[src/rtl/nibble_serial_adder_if.sv]
// Valid/ready operand and result bundle for nibble_serial_adder.
// Optional sub lane present when NIBBLE_SERIAL_SUB_EN is defined.
interface nibble_serial_adder_if #(
   parameter int WIDTH = 16
);
   logic             in_valid;
   logic             in_ready;
   logic [WIDTH-1:0] a;
   logic [WIDTH-1:0] b;
   logic             cin;
`ifdef NIBBLE_SERIAL_SUB_EN
   logic             sub;
`endif
   logic             out_valid;
   logic             out_ready;
   logic [WIDTH-1:0] sum;
   logic             cout;
   logic             overflow;

   modport master (
`ifdef NIBBLE_SERIAL_SUB_EN
      output sub,
`endif
      output in_valid, a, b, cin, out_ready,
      input  in_ready, out_valid, sum, cout, overflow
   );

   modport slave (
`ifdef NIBBLE_SERIAL_SUB_EN
      input  sub,
`endif
      input  in_valid, a, b, cin, out_ready,
      output in_ready, out_valid, sum, cout, overflow
   );
endinterface

[src/rtl/nibble_serial_adder.sv]
// Multi-cycle WIDTH-bit adder: one 4-bit carry-lookahead slice, one nibble per clock, LSB first.
// Define NIBBLE_SERIAL_SUB_EN to add a sub lane that turns the operation into a - b.
//
// state | meaning
// IDLE  | in_ready high, waiting for operands
// RUN   | one nibble added per cycle, carry held between nibbles
// DONE  | out_valid high, result held until out_ready
module nibble_serial_adder #(
   parameter int WIDTH = 16
) (
   input logic                  clk,
   input logic                  rst_n,
   nibble_serial_adder_if.slave bus
);
   localparam int NIB = WIDTH / 4;
   localparam int IW  = (NIB > 1) ? $clog2(NIB) : 1;

   generate
      if ((WIDTH < 4) || ((WIDTH % 4) != 0)) begin : g_width_check
         $error("nibble_serial_adder: WIDTH must be a multiple of 4 and at least 4");
      end
   endgenerate

   typedef enum logic [1:0] {
      IDLE,
      RUN,
      DONE
   } state_t;

   state_t              state;
   logic [NIB-1:0][3:0] a_q;
   logic [NIB-1:0][3:0] b_q;
   logic [NIB-1:0][3:0] sum_q;
   logic                carry_q;
   logic [IW-1:0]       idx;
   logic                in_ready_q;
   logic                out_valid_q;
   logic                cout_q;
   logic                ovf_q;

   logic [WIDTH-1:0]    b_eff;
   logic                c_init;

`ifdef NIBBLE_SERIAL_SUB_EN
   assign b_eff  = bus.sub ? ~bus.b : bus.b;
   assign c_init = bus.sub ? 1'b1 : bus.cin;
`else
   assign b_eff  = bus.b;
   assign c_init = bus.cin;
`endif

   // 4-bit carry-lookahead slice on the current nibble
   logic [3:0] sl_a;
   logic [3:0] sl_b;
   logic [3:0] sl_g;
   logic [3:0] sl_p;
   logic [3:0] sl_s;
   logic [4:0] sl_c;

   always_comb begin
      sl_a    = a_q[idx];
      sl_b    = b_q[idx];
      sl_g    = sl_a & sl_b;
      sl_p    = sl_a ^ sl_b;
      sl_c[0] = carry_q;
      sl_c[1] = sl_g[0] | (sl_p[0] & sl_c[0]);
      sl_c[2] = sl_g[1] | (sl_p[1] & sl_g[0]) | (sl_p[1] & sl_p[0] & sl_c[0]);
      sl_c[3] = sl_g[2] | (sl_p[2] & sl_g[1]) | (sl_p[2] & sl_p[1] & sl_g[0])
              | (sl_p[2] & sl_p[1] & sl_p[0] & sl_c[0]);
      sl_c[4] = sl_g[3] | (sl_p[3] & sl_g[2]) | (sl_p[3] & sl_p[2] & sl_g[1])
              | (sl_p[3] & sl_p[2] & sl_p[1] & sl_g[0])
              | (sl_p[3] & sl_p[2] & sl_p[1] & sl_p[0] & sl_c[0]);
      sl_s    = sl_p ^ sl_c[3:0];
   end

   logic last_nib;
   assign last_nib = (idx == IW'(NIB - 1));

   always_ff @(posedge clk or negedge rst_n) begin
      if (!rst_n) begin
         state       <= IDLE;
         a_q         <= '0;
         b_q         <= '0;
         sum_q       <= '0;
         carry_q     <= 1'b0;
         idx         <= '0;
         in_ready_q  <= 1'b1;
         out_valid_q <= 1'b0;
         cout_q      <= 1'b0;
         ovf_q       <= 1'b0;
      end else begin
         case (state)
            IDLE: begin
               if (bus.in_valid) begin
                  a_q        <= bus.a;
                  b_q        <= b_eff;
                  carry_q    <= c_init;
                  idx        <= '0;
                  in_ready_q <= 1'b0;
                  state      <= RUN;
               end
            end
            RUN: begin
               sum_q[idx] <= sl_s;
               carry_q    <= sl_c[4];
               if (last_nib) begin
                  cout_q      <= sl_c[4];
                  // signed overflow: like-signed operands, result sign differs
                  ovf_q       <= (a_q[NIB-1][3] == b_q[NIB-1][3]) && (sl_s[3] != a_q[NIB-1][3]);
                  out_valid_q <= 1'b1;
                  state       <= DONE;
               end else begin
                  idx <= idx + 1'b1;
               end
            end
            DONE: begin
               if (bus.out_ready) begin
                  out_valid_q <= 1'b0;
                  in_ready_q  <= 1'b1;
                  state       <= IDLE;
               end
            end
            default: begin
               state       <= IDLE;
               in_ready_q  <= 1'b1;
               out_valid_q <= 1'b0;
            end
         endcase
      end
   end

   assign bus.in_ready  = in_ready_q;
   assign bus.out_valid = out_valid_q;
   assign bus.sum       = sum_q;
   assign bus.cout      = cout_q;
   assign bus.overflow  = ovf_q;

endmodule
[src/flat_wrapper.sv]
// flat-port wrapper written by rule: the top's interface ports become plain ports
module nibble_serial_adder_flat 
#(
   parameter int WIDTH = 16
)
  (clk, rst_n, bus_in_valid, bus_a, bus_b, bus_cin, bus_out_ready, bus_in_ready, bus_out_valid, bus_sum, bus_cout, bus_overflow);
  nibble_serial_adder_if #(.WIDTH(WIDTH)) bus_i ();
  input logic clk;
  input logic rst_n;
  input wire logic [$bits(bus_i.in_valid)-1:0] bus_in_valid;
  input wire logic [$bits(bus_i.a)-1:0] bus_a;
  input wire logic [$bits(bus_i.b)-1:0] bus_b;
  input wire logic [$bits(bus_i.cin)-1:0] bus_cin;
  input wire logic [$bits(bus_i.out_ready)-1:0] bus_out_ready;
  output wire logic [$bits(bus_i.in_ready)-1:0] bus_in_ready;
  output wire logic [$bits(bus_i.out_valid)-1:0] bus_out_valid;
  output wire logic [$bits(bus_i.sum)-1:0] bus_sum;
  output wire logic [$bits(bus_i.cout)-1:0] bus_cout;
  output wire logic [$bits(bus_i.overflow)-1:0] bus_overflow;
  assign bus_i.in_valid = bus_in_valid;
  assign bus_i.a = bus_a;
  assign bus_i.b = bus_b;
  assign bus_i.cin = bus_cin;
  assign bus_i.out_ready = bus_out_ready;
  assign bus_in_ready = bus_i.in_ready;
  assign bus_out_valid = bus_i.out_valid;
  assign bus_sum = bus_i.sum;
  assign bus_cout = bus_i.cout;
  assign bus_overflow = bus_i.overflow;
  nibble_serial_adder #(.WIDTH(WIDTH)) u_core (.clk(clk), .rst_n(rst_n), .bus(bus_i));
endmodule
[config.mk]
export PLATFORM = sky130hd
export DESIGN_NAME = nibble_serial_adder_flat
export DESIGN_NICKNAME = d
export VERILOG_FILES = /design/src/rtl/nibble_serial_adder_if.sv /design/src/rtl/nibble_serial_adder.sv /design/src/flat_wrapper.sv
export SDC_FILE = /design/constraint.sdc
export NUM_CORES = 1
export LEC_CHECK = 0
export BUFFER_PORTS_ARGS = -buffer_cell sky130_fd_sc_hd__buf_2
export CORE_ASPECT_RATIO = 0.75
export CORE_MARGIN = 2
export CORE_UTILIZATION = 25
export CTS_BUF_LIST = sky130_fd_sc_hd__clkbuf_8 sky130_fd_sc_hd__clkbuf_16
export DETAILED_ROUTE_END_ITERATION = 6
export PLACE_DENSITY = 0.44
export SETUP_SLACK_MARGIN = 0.2
export SKIP_LAST_GASP = 1
export SYNTH_ARGS = -nofsm -noshare
export SYNTH_HDL_FRONTEND = slang
export SYNTH_SLANG_ARGS = --single-unit
[constraint.sdc]
create_clock -name clk -period 4.27 [get_ports clk]
set_input_delay 0.427 -clock clk [delete_from_list [all_inputs] [get_ports clk]]
set_output_delay 0.427 -clock clk [all_outputs]
set_load 0.005 [all_outputs]
-- After elaboration in Yosys (flattened, before gate mapping)
Index checks and enable logic that the tools add are counted.
W data, S select, Z words.
- input bits: 37
- word-level logic and storage cells: 95
- bits in registers: 57
- output and inout port bits: 20
- bitwise operators: 31
- multiplexer cells: 22
- add/sub/neg operators: 1
- reduce and logical (&&, ||, !) cells: 11
- magnitude comparators: 2
- equality and inequality tests: 9
- operator list (kind ; number):
    $and A1 B1 Y1 ; 16
    $bmux W4 S2 ; 2
    $bwmux W16 ; 1
    $mux W4 ; 3
    $reduce_and A3 Y1 ; 4
    $mux W2 ; 5
    $or A1 B1 Y1 ; 10
    $demux W4 S2 ; 1
    $xor A4 B4 Y4 ; 2
    $ne A2 B2 Y1 const B ; 3
    $pmux W1 S3 ; 2
    $pmux W2 S3 ; 1
    $reduce_and A2 Y1 ; 3
    $mux W1 ; 5
    $and A4 B4 Y4 ; 1
    $eq A2 B2 Y1 const B ; 2
    $pmux W2 S2 ; 1
    $lt A2 B3 Y1 const B ; 1
    $add A2 B1 Y2 const B ; 1
    $eq A2 B1 Y1 const B ; 1
    $ge A2 B1 Y1 const B ; 1
    $logic_and A1 B1 Y1 ; 2
    $logic_not A2 Y1 ; 1
    $ne A2 B1 Y1 const B ; 1
    5 further kinds ; 6

-- Depth between registers and ports, before layout
Gate-level depths: netlist of run 1.
- word-level depth: 10
- mapped depth: 7
- gate-level depth less buffers: 6

-- Worst setup path after synthesis of run 1
OpenSTA, ideal clock, no wires.
- kind: flip-flop to flip-flop
- from: register u_core.idx[0]
- to: register u_core.ovf_q, in the netlist u_core.bus.overflow
- data arrival time: 2.420 ns
- stages on the path, launching flop included: 8
- clock period less this slack: 2.507 ns
- slack: 1.763 ns
- required time: 4.183 ns
- library setup time: 0.087 ns
- path buffers: 1
- path through: dfrtp_1 buf_2 mux4_2 ha_1 a21o_1 and4_4 or3_4 o211ai_1
- word-level cells in the longest chain between the ends: 10
- elaborated cells on any way between the ends: 19
- those cells by class: eq/ne: 2; mux: 4; bitwise: 11; reduce/logical: 2
- RTL lines (item ; line ; RTL):
    start, declared ; nibble_serial_adder.sv:35 ; logic [IW-1:0] idx;
    start signal, assigned ; nibble_serial_adder.sv:113 ; idx <= idx + 1'b1;
    $bmux W4 S2 (on tied branches) ; nibble_serial_adder.sv:61, nibble_serial_adder.sv:62 ;
    $mux W4 (on tied branches) ; nibble_serial_adder.sv:61, nibble_serial_adder.sv:62 ;
    $xor A4 B4 Y4 / $and A4 B4 Y4 (equally long branches) ; nibble_serial_adder.sv:64, nibble_serial_adder.sv:63 ;
    $and A1 B1 Y1 (on tied branches) ; nibble_serial_adder.sv:68, nibble_serial_adder.sv:69 ;
    $or A1 B1 Y1 (tied with other cells) ; nibble_serial_adder.sv:68 ; sl_c[3] = sl_g[2] | (sl_p[2] & sl_g[1]) | (sl_p[2] & sl_p[1] & sl_g[0])
    $or A1 B1 Y1 / $and A1 B1 Y1 (equally long branches) ; nibble_serial_adder.sv:68, nibble_serial_adder.sv:69 ;
    $or A1 B1 Y1 ; nibble_serial_adder.sv:69 ; | (sl_p[2] & sl_p[1] & sl_p[0] & sl_c[0]);
    $xor A4 B4 Y4 ; nibble_serial_adder.sv:73 ; sl_s = sl_p ^ sl_c[3:0];
    $ne A1 B1 Y1 ; nibble_serial_adder.sv:109 ; ovf_q <= (a_q[NIB-1][3] == b_q[NIB-1][3]) && (sl_s[3] != a_q[NIB-1][3]);
    $logic_and A1 B1 Y1 ; nibble_serial_adder.sv:109 ;
    end signal, assigned ; nibble_serial_adder.sv:109 ;
    end, declared ; nibble_serial_adder.sv:39 ; logic ovf_q;
Parallel ways exist; a longest one is shown, timed or not. The select of a mux whose other input is x is not followed.
A chain may end at the register's enable or synchronous reset.

-- Worst setup path in the final report of run 1
Same ends and word-level chain as after synthesis.

==> results of run 1 <==
## state kept, by name (all words and copies together), names as in the netlist
name,count
u_core.bus.out_valid,1
u_core.bus.cout,1
u_core.bus.in_ready,1
u_core.a_q,16
u_core.state,2
u_core.carry_q,1
u_core.b_q,16
u_core.idx,2
u_core.bus.sum,16
u_core.bus.overflow,1
## worst max path at each step
stage / start / to / cells after the start
after floorplan: u_core.idx[0] / u_core.bus.overflow / 7
after global placement: u_core.idx[0] / u_core.bus.overflow / 6
after detailed placement: u_core.idx[0] / u_core.bus.overflow / 6
after CTS: u_core.idx[0] / u_core.bus.overflow / 6
after global routing: u_core.idx[0] / u_core.bus.overflow / 6
final: u_core.idx[0] / u_core.bus.overflow / 6
## power breakdown
part | internal (uW) | switching [uW]
clock network | 415 | 238
registers | 817 | 207
logic | 670 | 626
## through the flow
stage          hold slack (ps)  total power [uW]  setup slack [ps]  utilization (%)  instances
6_report                   243              2970              1480             32.1        400
5_1_grt                    311              3240              1290             32.1        400
4_1_cts                    273              3030              1430             32.1        400
3_5_place_dp               466              2350              1450             29.4        384
3_3_place_gp               455              2340              1530             29.4        384
2_1_floorplan              131              1970              1760                -        199
## metal layers
metal	vias up	part of all wire (%)	track usage, %
li1	826	-	-
met2	48	39	15.5
met5	-	0	0
met1	800	52	15.8
met3	7	7.9	6.03
met4	0	1.2	3.74
## cells by family after synthesis
family / synth area share, %
AND/OR/NAND/NOR: 7.42
XOR/XNOR: 0.670
multiplexers: 22.4
buffers and inverters: 3.54
flip-flops: 54.6
AO/OA/AOI/OAI: 6.75
adder cells (fa/ha/maj): 4.60
## cell usage in the layout, fill, tap and decap left out
cell type	synthesis	layout
sky130_fd_sc_hd__mux2_2	34	34
sky130_fd_sc_hd__mux2_1	2	2
sky130_fd_sc_hd__o21ai_1	4	4
sky130_fd_sc_hd__o21ai_0	12	12
sky130_fd_sc_hd__clkbuf_16	0	9
sky130_fd_sc_hd__mux4_2	8	8
sky130_fd_sc_hd__nand3b_1	1	1
sky130_fd_sc_hd__or4b_2	1	1
sky130_fd_sc_hd__o21a_1	1	1
sky130_fd_sc_hd__dfrtp_1	56	56
sky130_fd_sc_hd__o22ai_1	1	1
sky130_fd_sc_hd__fa_1	1	1
sky130_fd_sc_hd__buf_4	2	2
sky130_fd_sc_hd__a211oi_1	1	1
sky130_fd_sc_hd__clkinv_2	0	3
sky130_fd_sc_hd__xor2_1	1	1
sky130_fd_sc_hd__inv_1	7	9
sky130_fd_sc_hd__clkbuf_8	0	2
sky130_fd_sc_hd__a21o_1	1	1
sky130_fd_sc_hd__nor2_1	7	7
sky130_fd_sc_hd__and4_4	1	1
sky130_fd_sc_hd__nor3_1	2	2
sky130_fd_sc_hd__a31o_2	1	1
sky130_fd_sc_hd__a21oi_1	7	7
sky130_fd_sc_hd__nand2_1	21	21
sky130_fd_sc_hd__buf_2	1	56
sky130_fd_sc_hd__nand2b_1	2	2
sky130_fd_sc_hd__and2b_1	1	1
sky130_fd_sc_hd__o211ai_1	1	1
sky130_fd_sc_hd__xnor2_1	1	1
sky130_fd_sc_hd__nor2b_1	1	1
sky130_fd_sc_hd__or3_1	1	1
sky130_fd_sc_hd__ha_1	8	8
sky130_fd_sc_hd__o31ai_1	1	1
sky130_fd_sc_hd__o22a_1	1	1
sky130_fd_sc_hd__and3_1	1	1
sky130_fd_sc_hd__dfstp_2	1	1
sky130_fd_sc_hd__or3_4	1	1
## layout make-up
class	count	area share, %
Inverter	7	0.799
Multi-Input combinational cell	126	33.3
Timing Repair Buffer	58	8.98
Sequential cell	57	43.4
Tap cell	136	5.18
Clock buffer	11	7.69
Clock inverter	5	0.685
## critical path: stages (launching register included)
cell,delay (ps)
sky130_fd_sc_hd__dfrtp_1,790
sky130_fd_sc_hd__mux4_2,610
sky130_fd_sc_hd__ha_1,320
sky130_fd_sc_hd__a21o_1,190
sky130_fd_sc_hd__and4_4,190
sky130_fd_sc_hd__or3_4,410
sky130_fd_sc_hd__o211ai_1,180
==> results.txt, run 1 <==
----------------------------------------------------
[Floorplanning]
  Top Ports ... 57
  Starting utilization of the core area ... 25.5%
  Core Region ... 10,200 um2
  Floorplan die area ... 11,300 um2
  Die Height ... 92.6 um
  Chip Width ... 122 um
  Site Rows ... 32

[Synthesis]
  Post-synth EDFFs ... 0
  #FFs+latches synth ... 57
  Synth area leader ... sky130_fd_sc_hd__dfrtp_1
  Most used DFF post-synth ... sky130_fd_sc_hd__dfrtp_1
  Number of distinct library cells after synthesis ... 38
  Post-synthesis average cell area ... 13.1 um2
  Top cells by area in the synthesized netlist ... sky130_fd_sc_hd__dfrtp_1, sky130_fd_sc_hd__mux2_2, sky130_fd_sc_hd__mux4_2, sky130_fd_sc_hd__ha_1, sky130_fd_sc_hd__nand2_1
  Post-Syn Nets ... 245
  Synth Cell Area ... 2610 um2
  Portion of the post-synthesis area used by sequential elements ... 54.6%
  Synthesis Warnings ... 0
  Post-synth ARST share ... 100%
  Instance count of the mapped netlist ... 199
  Portion of synthesized cell area occupied by the leading cell type ... 53.6%
  Most repeated cell in the gate-level netlist after synthesis ... sky130_fd_sc_hd__dfrtp_1
  Post-synth top cells ... sky130_fd_sc_hd__dfrtp_1, sky130_fd_sc_hd__mux2_2, sky130_fd_sc_hd__nand2_1

[Timing]
  Accumulated negative setup slack ... 0 ps
  Setup violators final ... 0
  Setup repair after global routing missed its margin ... false
  Shortest period the worst path allows ... 2790 ps
  Timing-limited maximum frequency ... 359 MHz
  Fin Clk Skew ... 4.91 ps
  Worst-Margin Slew ... 720 ps
  Crit share post-route ... 65.3%
  Final count of hold timing violations ... 0
  Relative slew slack ... 52.0%
  Final slew viol count ... 0

[Drt]
  Detail-routed net length per standard cell ... 14.4 um
  Vias ... 1,681
  Number of DRC violations after detailed routing ... 0
  Wire length after detailed routing ... 5.76 mm
  Count of TritonRoute iterations in the first routing pass ... 5
  DR iter-0 viols ... 52
  Detail-routed via count per cell ... 4.20
  Count of nets left with antenna violations after detail routing ... 0

[Critical path]
  Reg-to-reg setup timing slack ... 1480 ps
  Arrival @ worst endpoint ... 3030 ps
  Critical path endpoint category ... flop
  Worst Path Required ... 4510 ps
  Critical path peak fanout ... 13
  Crit Reg-Reg Endpoint ... u_core.bus.overflow
  Crit Reg-Reg Startpoint ... u_core.idx[0]
  Startpoint types ... flop
  Depth of the worst register-to-register path ... 6
  Start-to-end type of the worst setup path ... reg -> reg

[Clock network]
  Hold_buf cts ... 0
  CTS clock-pin slew for the worst setup and hold paths ... 50 ps
  CTS tree ... done
  H-tree levels ... 3
  Insertion delay to the later sink of the worst-skew pair ... 330 ps
  Number of resized instances in the post-cts repair step ... 0
  Clock root cell ... sky130_fd_sc_hd__clkbuf_16
  Total setup buffers inserted after CTS ... 0
  CTS sink cnt ... 57
  Number of buffers created by CTS ... 9
  Maximum count of clock buffers along a single path ... 2

[Worst hold path]
  Type of the most critical hold path ... in -> async

[Layout]
  Layout filler cell count ... 1,075
  Register area ... 1430 um2
  Diode count ... 0
  Share of cells above drive strength 1 ... 45.1%
  Post-synthesis to final-layout area growth ... 25.8%
  Final Instance Area ... 3290 um2
  Layout net count ... 305
  Combined area of the multi-input logic cells ... 1090 um2

[Run status]
  Run status ... completed

[Global routing]
  Total Routing Usage GR ... 11.5%
  First-pass GRT wire length ... 9.46 mm
  Initial antenna violation count ... 0
  Overflow after GRT ... 0
  Via count of the first global-routing pass ... 1,795
  Largest net degree at the start of global routing ... 58

[Placed design]
  Count of buffers from port buffering ... 56
  Placed Instance Area ... 3010 um2
  Global placement routability congestion ... 0.708
  Hpwl dp ... 4.13 mm

[Pwr]
  Pwr/cell area ... 904 nW/um2
  Leakage power ... 0.00151 uW
  Peak supply drop ... 0.302 mV

[Job]
  # Max-Cap Violations ... 0

----------------------------------------------------
No activity file was read; power rests on OpenSTA's default activity.
==> run 2: changes to the inputs <==
==> constraint.sdc (replaced) <==
create_clock -name clk -period 2.57 [get_ports clk]
set_input_delay 0.257 -clock clk [delete_from_list [all_inputs] [get_ports clk]]
set_output_delay 0.257 -clock clk [all_outputs]
set_load 0.005 [all_outputs]
==> run 2 against run 1 <==
Against the previous run: sequential power increased by 64%; power up 81%; cell count is 2.3% higher; global-route usage barely moved; critical path depth up 2; first-iteration DRC count up 29%; non-clock buffer count up 9; clock skew is 1.1 ps higher; combinational power is 93% higher.
==> results.txt, run 2 (same netlist as run 1, synthesis figures left out) <==
----------------------------------------------------
[Layout]
  Diode count ... 0 (unchanged)
  Post-synthesis to final-layout area growth ... 32.2%
  Most frequent standard cell in the layout excluding fill and tap cells ... sky130_fd_sc_hd__buf_2
  Share of cells above drive strength 1 ... 48.0% (+2.9 points)
  Highest-count cells in the layout ignoring fill and taps ... sky130_fd_sc_hd__buf_2, sky130_fd_sc_hd__dfrtp_1, sky130_fd_sc_hd__mux2_2
  Register area ... 1430 um2 (about the same)
  Layout filler cell count ... 1,068 (-0.65%)
  Layout net count ... 314 (+3.0%)
  Final Non-Filler Cells ... 409 (+2.3%)
  Combined area of the multi-input logic cells ... 1130 um2 (+3.4%)

[Timing]
  Final count of hold timing violations ... 0 (unchanged)
  Timing-limited maximum frequency ... 429 MHz (+20%)
  Fin worst setup slack ... 240 ps (-1240 ps)
  Shortest period the worst path allows ... 2330 ps (-457 ps)
  Relative slew slack ... 53.8% (+1.8 points)
  Setup repair after global routing missed its margin ... true
  Fin Clk Skew ... 6.05 ps (+1.14 ps)
  Setup violators final ... 0 (unchanged)
  Worst-Margin Slew ... 693 ps (-27.6 ps)
  Post-route worst hold slack ... 162 ps (-81.1 ps)
  Final slew viol count ... 0 (unchanged)
  Accumulated negative setup slack ... 0 ps (unchanged)
  Crit share post-route ... 90.7% (+25 points)

[Drt]
  Wire length after detailed routing ... 5.87 mm (+1.9%)
  Vias ... 1,723 (+2.5%)
  Detail-routed via count per cell ... 4.21 (+0.24%)
  Count of nets left with antenna violations after detail routing ... 0 (unchanged)
  Number of DRC violations after detailed routing ... 0 (unchanged)
  Detail-routed net length per standard cell ... 14.3 um (-0.37%)
  Count of TritonRoute iterations in the first routing pass ... 4 (-1)
  DR iter-0 viols ... 67 (+29%)

[Critical path]
  Critical path peak fanout ... 5 (-8)
  Depth of the worst register-to-register path ... 8 (+2)
  Crit Reg-Reg Startpoint ... u_core.idx[0]
  Arrival @ worst endpoint ... 2570 ps (-460 ps)
  Startpoint types ... flop
  Crit Reg-Reg Endpoint ... u_core.bus.overflow
  Launch point of the critical path ... u_core.idx[0]
  Start-to-end type of the worst setup path ... reg -> reg
  Worst Path Required ... 2810 ps (-1700 ps)
  Critical path endpoint category ... flop
  Reg-to-reg setup timing slack ... 240 ps (-1240 ps)
  Destination of the critical timing path ... u_core.bus.overflow

[Worst hold path]
  WHS Path Cells ... 2
  Type of the most critical hold path ... in -> reg

[Pwr]
  Reported net switching power ... 1860 uW (+73%)
  P_int ... 3520 uW (+85%)
  Switching Share ... 34.5% (-1.5 points)
  Pwr/cell area ... 1560 nW/um2 (+72%)
  Leakage power ... 0.00158 uW (+4.2%)
  Share of total power in combinational logic ... 46.7% (+3.1 points)
  Peak supply drop ... 0.563 mV (+86%)
  Fraction of power consumed by sequential logic ... 31.0% (-3.4 points)
  Relative contribution of the clock network to total power ... 22.3% (+0.3 points)

[Floorplanning]
  Core Region ... 10,200 um2 (unchanged)
  Chip Width ... 122 um (unchanged)
  Top Ports ... 57 (unchanged)
  Die Height ... 92.6 um (unchanged)
  Starting utilization of the core area ... 25.5% (unchanged)
  Site Rows ... 32 (unchanged)
  Floorplan die area ... 11,300 um2 (unchanged)

[Clock network]
  CTS clock-pin slew for the worst setup and hold paths ... 50 ps (about the same)
  Maximum count of clock buffers along a single path ... 2 (unchanged)
  CTS sink cnt ... 57 (unchanged)
  Clock root cell ... sky130_fd_sc_hd__clkbuf_16
  Insertion delay to the later sink of the worst-skew pair ... 320 ps (about the same)
  H-tree levels ... 3 (unchanged)
  Number of buffers created by CTS ... 9 (unchanged)
  CTS tree ... done

[Placed design]
  Worst slack at placement ... 169 ps (-1280 ps)
  Count of buffers from port buffering ... 56 (unchanged)
  Placed Cells ... 387 (+0.78%)
  Hpwl dp ... 4.34 mm (+4.9%)
  Global placement routability congestion ... 0.731 (+3.2%)

[Global routing]
  Via count of the first global-routing pass ... 1,809 (+0.78%)
  First-pass GRT wire length ... 9.54 mm (+0.88%)
  Total Routing Usage GR ... 11.6% (+0.045 points)
  Overflow after GRT ... 0 (unchanged)
  Largest net degree at the start of global routing ... 33 (-43%)
  Initial antenna violation count ... 0 (unchanged)

[Job]
  # Max-Cap Violations ... 0 (unchanged)

[Run status]
  Run status ... completed

----------------------------------------------------
==> run 2: cell types whose count changed in the layout (fill, tap and decap cells not counted), moves of 2 or more <==
cell	before	now
sky130_fd_sc_hd__buf_4	2	7
sky130_fd_sc_hd__clkinv_2	3	1
sky130_fd_sc_hd__ha_1	8	5
sky130_fd_sc_hd__ha_4	0	3
==> run 2: final cells by class <==
type	instances	share of cell area [%]
Sequential cell	57	41.4
Inverter	7	0.761
Multi-Input combinational cell	126	32.7
Clock inverter	4	1.23
Tap cell	136	4.93
Clock buffer	12	7.71
Timing Repair Buffer	67	11.3
==> run 2: metrics by stage <==
step / util (%) / total power, uW / cell area, um2
floorplan: - / 3320 / 2630
global placement: 29.9 / 3970 / 3060
detailed placement: 29.9 / 4000 / 3060
CTS: 33.1 / 5300 / 3400
global route: 33.7 / 5850 / 3450
finish: 33.7 / 5380 / 3450
==> run 2: layer usage <==
| layer | part of all wire (%) | vias up | GRT usage (%) |
|---|---|---|---|
| met2 | 40 | 46 | 15.1 |
| met1 | 52 | 818 | 16.2 |
| met4 | 1.9 | 0 | 5.17 |
| li1 | - | 848 | - |
| met3 | 6.5 | 11 | 5.11 |
| met5 | 0 | - | 0 |
==> run 2: what timing repair did <==
action | CTS | global route
pin swaps | 1 | 6
hold buffers | 1 | 0
gates resized for setup | 3 | 3
endpoints found under the hold margin | 1 | 0
endpoints found under the setup margin | 1 | 5
setup buffers | 0 | 5
==> run 2: power by group through the flow <==
| stage | Sequential [uW] | Clock (uW) | Combinational (uW) |
|---|---|---|---|
| global placement | 1690 | 0 | 2270 |
| finish | 1670 | 1200 | 2510 |
| global route | 1740 | 1290 | 2830 |
| floorplan | 1560 | 0 | 1760 |
| CTS | 1680 | 1240 | 2380 |
| detailed placement | 1690 | 0 | 2310 |
==> run 2: critical path, cell delays in order, from the launching register on <==
cell and delay (ps):
sky130_fd_sc_hd__dfrtp_1 360, sky130_fd_sc_hd__buf_6 140, sky130_fd_sc_hd__buf_4 110, sky130_fd_sc_hd__mux4_2 540, sky130_fd_sc_hd__ha_4 310, sky130_fd_sc_hd__o21ai_0 70
sky130_fd_sc_hd__o21a_1 190, sky130_fd_sc_hd__or3_4 360, sky130_fd_sc_hd__o211ai_1 160
==> run 2: how the worst min path moves through the flow <==
stage | slack (ps) | from | end
after floorplan | -40 | rst_n | u_core.a_q[0]
after global placement | 350 | rst_n | u_core.idx[0]
after detailed placement | 350 | rst_n | u_core.bus.sum[6]
after CTS | 150 | bus_a[6] | u_core.a_q[6]
after global routing | 150 | bus_b[3] | u_core.b_q[3]
final | 160 | bus_a[15] | u_core.a_q[15]
